### config.mk
export PLATFORM = sky130hd
export DESIGN_NAME = lamp_sequencer
export DESIGN_NICKNAME = d
export VERILOG_FILES = /design/src/rtl/bf_pkg.sv /design/src/rtl/lamp_sequencer_step_prescaler.sv /design/src/rtl/lamp_sequencer.sv
export SDC_FILE = /design/constraint.sdc
export NUM_CORES = 1
export LEC_CHECK = 0
export ABC_CLOCK_PERIOD_IN_PS = 2170
export BUFFER_PORTS_ARGS = -buffer_cell sky130_fd_sc_hd__clkbuf_2
export CAP_MARGIN = 20
export CORE_ASPECT_RATIO = 1.25
export CORE_MARGIN = 4
export CORE_UTILIZATION = 35
export DETAILED_ROUTE_END_ITERATION = 8
export SYNTH_ARGS = -nofsm -noshare
export SYNTH_HDL_FRONTEND = slang
export SYNTH_HIERARCHICAL = 1
export SYNTH_SLANG_ARGS = --single-unit
### constraint.sdc
create_clock -name clk -period 2.17 [get_ports clk]
set_clock_uncertainty 0.2 [all_clocks]
set_input_delay 0.217 -clock clk [delete_from_list [all_inputs] [get_ports clk]]
set_output_delay 0.217 -clock clk [all_outputs]
set_load 0.05 [all_outputs]
### src/rtl/bf_pkg.sv
// Shared definitions for the lamp bar-graph datapath (lamp_sequencer) and its
// controlling next_state_generator.
//   - main-state encodings (IDLE = 000 plus the run states)
//   - count command encodings driven on count_state
//   - lamp-count direction as remembered by lamp_sequencer
//   - default lamp count and kickback points
//   - sat_to(): clamp a count value to an upper limit
package bf_pkg;

  localparam int unsigned CNT_W      = 5;
  localparam int unsigned MS_W       = 3;
  localparam int unsigned LAMP_N_DEF = 16;
  localparam int unsigned KB_A_DEF   = 0;
  localparam int unsigned KB_B_DEF   = 5;

  typedef enum logic [MS_W-1:0] {
    MS_IDLE  = 3'b000,
    MS_FILL  = 3'b001,
    MS_DRAIN = 3'b010,
    MS_KICK  = 3'b011,
    MS_FULL  = 3'b100,
    MS_EMPTY = 3'b101
  } main_state_t;

  typedef enum logic [1:0] {
    CNT_HOLD = 2'b00,
    CNT_UP   = 2'b01,
    CNT_DOWN = 2'b10,
    CNT_RSVD = 2'b11
  } count_state_t;

  typedef enum logic {
    DIR_UP   = 1'b0,
    DIR_DOWN = 1'b1
  } dir_t;

  function automatic logic [CNT_W-1:0] sat_to(input logic [CNT_W-1:0] value,
                                              input logic [CNT_W-1:0] limit);
    return (value > limit) ? limit : value;
  endfunction

endpackage

### src/rtl/lamp_sequencer_step_prescaler.sv
// step_prescaler: free-running divider that produces the count-step strobe.
//   clk  : clock, rising edge
//   rst  : asynchronous active-high reset
//   tick : registered, high for one cycle out of every STEP_DIV cycles
//          (held high permanently when STEP_DIV = 1)
// Parameter STEP_DIV (1..255): cycles per tick.
module step_prescaler #(
  parameter int unsigned STEP_DIV = 1
) (
  input  logic clk,
  input  logic rst,
  output logic tick
);

  localparam logic [7:0] LAST = 8'(STEP_DIV - 1);

  logic [7:0] cnt_q;
  logic [7:0] cnt_next;

  always_comb begin
    cnt_next = (cnt_q == LAST) ? '0 : cnt_q + 8'd1;
  end

  // tick is registered from cnt_next so it equals (cnt_q == LAST) without a
  // combinational decode on the output.
  always_ff @(posedge clk or posedge rst) begin
    if (rst) begin
      cnt_q <= '0;
      tick  <= (STEP_DIV == 1);
    end else begin
      cnt_q <= cnt_next;
      tick  <= (cnt_next == LAST);
    end
  end

endmodule

### src/rtl/lamp_sequencer.sv
// lamp_sequencer: register bank and lamp-count datapath behind the
// bar-graph controller.
//   clk             : clock, rising edge
//   rst             : asynchronous active-high reset
//   main_state_n    : next main state from next_state_generator
//   counter_load    : value loaded into the lamp counter (saturates to LAMP_N)
//   counter_load_en : load strobe, wins over count_state
//   count_state     : HOLD / UP / DOWN / reserved, applied on step_tick
//   main_state      : registered main state
//   counter         : registered lamp count, 0..LAMP_N
//   kickback_match  : counting down and counter at KB_A or KB_B
//   lamp            : registered thermometer vector, bit i set iff i < counter
//   step_tick       : prescaler strobe
module lamp_sequencer
  import bf_pkg::*;
#(
  parameter int unsigned STEP_DIV = 1,
  parameter int unsigned LAMP_N   = LAMP_N_DEF,
  parameter int unsigned KB_A     = KB_A_DEF,
  parameter int unsigned KB_B     = KB_B_DEF
) (
  input  logic              clk,
  input  logic              rst,
  input  logic [MS_W-1:0]   main_state_n,
  input  logic [CNT_W-1:0]  counter_load,
  input  logic              counter_load_en,
  input  logic [1:0]        count_state,
  output logic [MS_W-1:0]   main_state,
  output logic [CNT_W-1:0]  counter,
  output logic              kickback_match,
  output logic [LAMP_N-1:0] lamp,
  output logic              step_tick
);

  localparam logic [CNT_W-1:0] LAMP_MAX = CNT_W'(LAMP_N);
  localparam logic [CNT_W-1:0] KB_A_V   = CNT_W'(KB_A);
  localparam logic [CNT_W-1:0] KB_B_V   = CNT_W'(KB_B);

  count_state_t       cmd;
  dir_t               dir_q;
  dir_t               dir_next;
  logic [CNT_W-1:0]   cnt_next;
  logic [LAMP_N-1:0]  lamp_next;

  assign cmd = count_state_t'(count_state);

  step_prescaler #(
    .STEP_DIV(STEP_DIV)
  ) u_prescaler (
    .clk (clk),
    .rst (rst),
    .tick(step_tick)
  );

  // Main state is a plain pipeline register; it is not gated by step_tick.
  always_ff @(posedge clk or posedge rst) begin
    if (rst) begin
      main_state <= '0;
    end else begin
      main_state <= main_state_n;
    end
  end

  // Load beats counting; counting only advances on step_tick and saturates
  // at both ends.
  always_comb begin
    cnt_next = counter;
    if (counter_load_en) begin
      cnt_next = sat_to(counter_load, LAMP_MAX);
    end else if (step_tick) begin
      unique case (cmd)
        CNT_UP: begin
          if (counter < LAMP_MAX) begin
            cnt_next = counter + CNT_W'(1);
          end
        end
        CNT_DOWN: begin
          if (counter != '0) begin
            cnt_next = counter - CNT_W'(1);
          end
        end
        default: cnt_next = counter;
      endcase
    end
  end

  // Direction follows the command every cycle, independent of step_tick and
  // of a simultaneous load.
  always_comb begin
    dir_next = dir_q;
    unique case (cmd)
      CNT_UP:   dir_next = DIR_UP;
      CNT_DOWN: dir_next = DIR_DOWN;
      default:  dir_next = dir_q;
    endcase
  end

  // Lamps decode the next count so lamp and counter move on the same edge.
  always_comb begin
    lamp_next = '0;
    for (int unsigned i = 0; i < LAMP_N; i++) begin
      lamp_next[i] = (i < 32'(cnt_next));
    end
  end

  always_ff @(posedge clk or posedge rst) begin
    if (rst) begin
      counter <= '0;
      lamp    <= '0;
      dir_q   <= DIR_UP;
    end else begin
      counter <= cnt_next;
      lamp    <= lamp_next;
      dir_q   <= dir_next;
    end
  end

  assign kickback_match = (dir_q == DIR_DOWN) &&
                          ((counter == KB_A_V) || (counter == KB_B_V));

endmodule

==> summary.txt <==
Status: finished, violations left
Failing checks: negative setup slack
First-pass GRT wire length: 6600 um
Net switching power: 655 uW
Core ar.: 4830 um2
Routed len/inst: 13.7 um
Via count: 1486
Sinks on Clock Net: 33
Flop2flop setup slack: -30 ps
Sw Ratio: 36.8%
Synth cell types: 55
DP HPWL: 3090 um
Slowest stage cell, crit path: or4b_4
Initial antenna violation count: 0
Total CTS buffers: 5
Filler Cells Inserted: 444
Final WS setup: -31.8 ps
Clk pin slew, worst setup/hold paths: 70 ps
Min cycle time layout: 2200 ps
Top-area cell type share of the netlist area: 45.0%
DRT Pass-1 Iters: 4
Gr usage total: 13.5%
CP bufs+invs: 2
Share of layout cells above drive strength 1: 46.9%
Max cap viols: 0
Crit path depth: 8
Clk pwr share: 24.3%
Number of global-route vias before repair: 1459
Die area: 6300 um2
Setup-failing EPs final: 4
Final hold viol count: 0
Total routed wirelength: 4100 um
Flop pwr share: 39.4%
Crit start category: flop
Final period util: 101%
Static leakage: 0.00120 uW
Delay-heaviest family, CP: simple AND/OR/NAND/NOR gates
Worst EP arrival: 2160 ps
Synth top cells by count: 32 x dfrtp_1, 15 x inv_1, 9 x nand3_1
Worst Path Required: 2130 ps
Comb pwr share: 36.3%
Hold endpoint: lamp[14]
Fmax achieved: 0.454 GHz
Nets: 258
Mapped Cells: 163
Ys async rst share: 100%
Rows: 28
Number of synthesized flops with an enable pin: 0
RR Endpoint: lamp[8]
Starting density of the core: 36.8%
Top cells by area, synth: dfrtp_1 45%, ha_1 4.9%, inv_1 3.2%
CTS tree: yes
Largest net degree at the start of global routing: 25
Root Buffer: clkbuf_8
Die height: 87.7 um
Post-DR vias/cell: 4.97
Most numerous cell in the Yosys netlist: dfrtp_1
Syn Area/Cell: 10.9 um2
Syn nets: 183
Io pins: 39
Die width: 71.8 um
Category of the worst setup path capture point: flop
CP Max Fanout: 4
Hold path depth: 5
FF-to-FF Start: counter[1]
Crit path cell chain: inv_2 > ha_4 > or4b_4 > nand4b_1 > a32oi_2 > buf_4 > a21oi_4 > a31oi_1
Max Root-Sink Buffers: 2
DP Area: 2200 um2
Synth warn: 6
Reg2Reg Depth: 8
DRC violations left: 0
H-tree level count: 2
Placer Congestion: 0.805
Total gr overflow: 0
Sequential-to-total area share from yosys stat: 46.5%
Post-synth top flop: dfrtp_1
Internal: 1120 uW
Synthesized area: 1780 um2
ANT cells: 0
Worst VDD drop: 0.359 mV
Crit Path Category: reg -> reg
Slew @ Worst Pin: 858 ps
Initial DRC Count: 94
IO Port Bufs: 38
Post-synth top area cell: dfrtp_1
Clk_lat worst skew: 280 ps
Antenna viol nets, final: 0
Hold Startpoint: counter_load[1]
Final Core Density: 50.7%
PwrDens: 726 nW/um2
Final Instance Area: 2450 um2
Worst slew margin: 42.8%
Synth Register Bits: 33
Worst path max stage delay: 480 ps
HP Class: in -> reg
CP startpoint: counter[1]
Area added between synthesis and finish: 37.7%
RSZ-0062 raised after global routing: true
Max-slew violation count: 0
==> registers in the layout, indices dropped and copies added (netlist names) <==
signal             flops
main_state             3
lamp                  15
counter                5
u_prescaler/cnt_q      8
dir_q                  1
u_prescaler/tick       1
==> cells by family (layout without fill, tap and decap cells) <==
| kind of cell | after synthesis | after routing | share of synthesized area (%) |
|---|---|---|---|
| AND/OR/NAND/NOR | 58 | 58 | 22.6 |
| AO/OA/AOI/OAI | 31 | 31 | 13.9 |
| flip-flops | 33 | 33 | 46.5 |
| multiplexers | 2 | 2 | 1.20 |
| buffers and inverters | 23 | 99 | 6.47 |
| XOR/XNOR | 9 | 9 | 4.43 |
| adder cells (fa/ha/maj) | 7 | 7 | 4.92 |
==> through the flow <==
step                hold slack [ps]  instances  worst slack [ps]  TNS [ps]  power (uW)
global placement              -4.88        278              -232     -2000        1300
finish                          231        299             -31.8     -70.9        1780
global route                    258        299              -125      -983        1870
CTS                             152        292             -22.8     -88.6        1770
floorplan                      -156        163              -167     -1460        1120
detailed placement            -4.34        278              -230     -2120        1300
==> worst reg2reg max path: cells and delay by family, from the launching register on <==
family / cells / cell delay (ps)
simple gates: 2 / 620
flops: 1 / 400
buf+inv: 2 / 270
fa+ha+maj: 1 / 130
compound gates: 3 / 460
==> layout make-up <==
type	instances	area [um2]	share of cell area [%]
clock buffer	6	72.6	2.96
sequential	33	833	34.0
timing repair buffer	76	490	20.0
multi-input combinational	107	912	37.2
inverter	15	56.3	2.30
clock inverter	2	10.0	0.409
tap	60	75.1	3.06
==> power groups by stage <==
stage | registers [uW] | clock network [uW] | logic (uW)
floorplan | 909 | 0 | 207
global placement | 713 | 0 | 585
detailed placement | 712 | 0 | 586
CTS | 702 | 447 | 617
global route | 709 | 469 | 690
finish | 701 | 433 | 646
==> what timing repair did <==
item / in CTS / in global routing
endpoints found under the hold margin: 36 / 0
gates resized for setup: 6 / 10
pin swaps: 3 / 8
hold buffers: 4 / 0
endpoints found under the setup margin: 13 / 14
setup buffers: 2 / 5
cloned: 0 / 2
==> cells in the final DEF (no fill, tap or decap), drive strengths merged, types with 5 or more instances in the layout <==
cell     n
clkbuf  44
nand2    6
nor2     6
ha       7
inv     15
o21ai    9
nand3    9
xnor2    5
buf     34
dfrtp   32
==> how the worst max path moves through the flow <==
stage,endpoint
after floorplan,lamp[2]
after global placement,lamp[8]
after detailed placement,lamp[8]
after CTS,lamp[2]
after global routing,lamp[8]
final,lamp[8]
==> metal layers <==
| layer | wire length [um] | up-vias | global-route usage, % |
|---|---|---|---|
| li1 | - | 727 | - |
| met1 | 1620 | 715 | 15.7 |
| met2 | 2210 | 35 | 24.2 |
| met3 | 173 | 9 | 2.30 |
| met4 | 93 | 0 | 5.81 |
| met5 | 0 | - | 0 |
(Power assumes the default switching activity.)
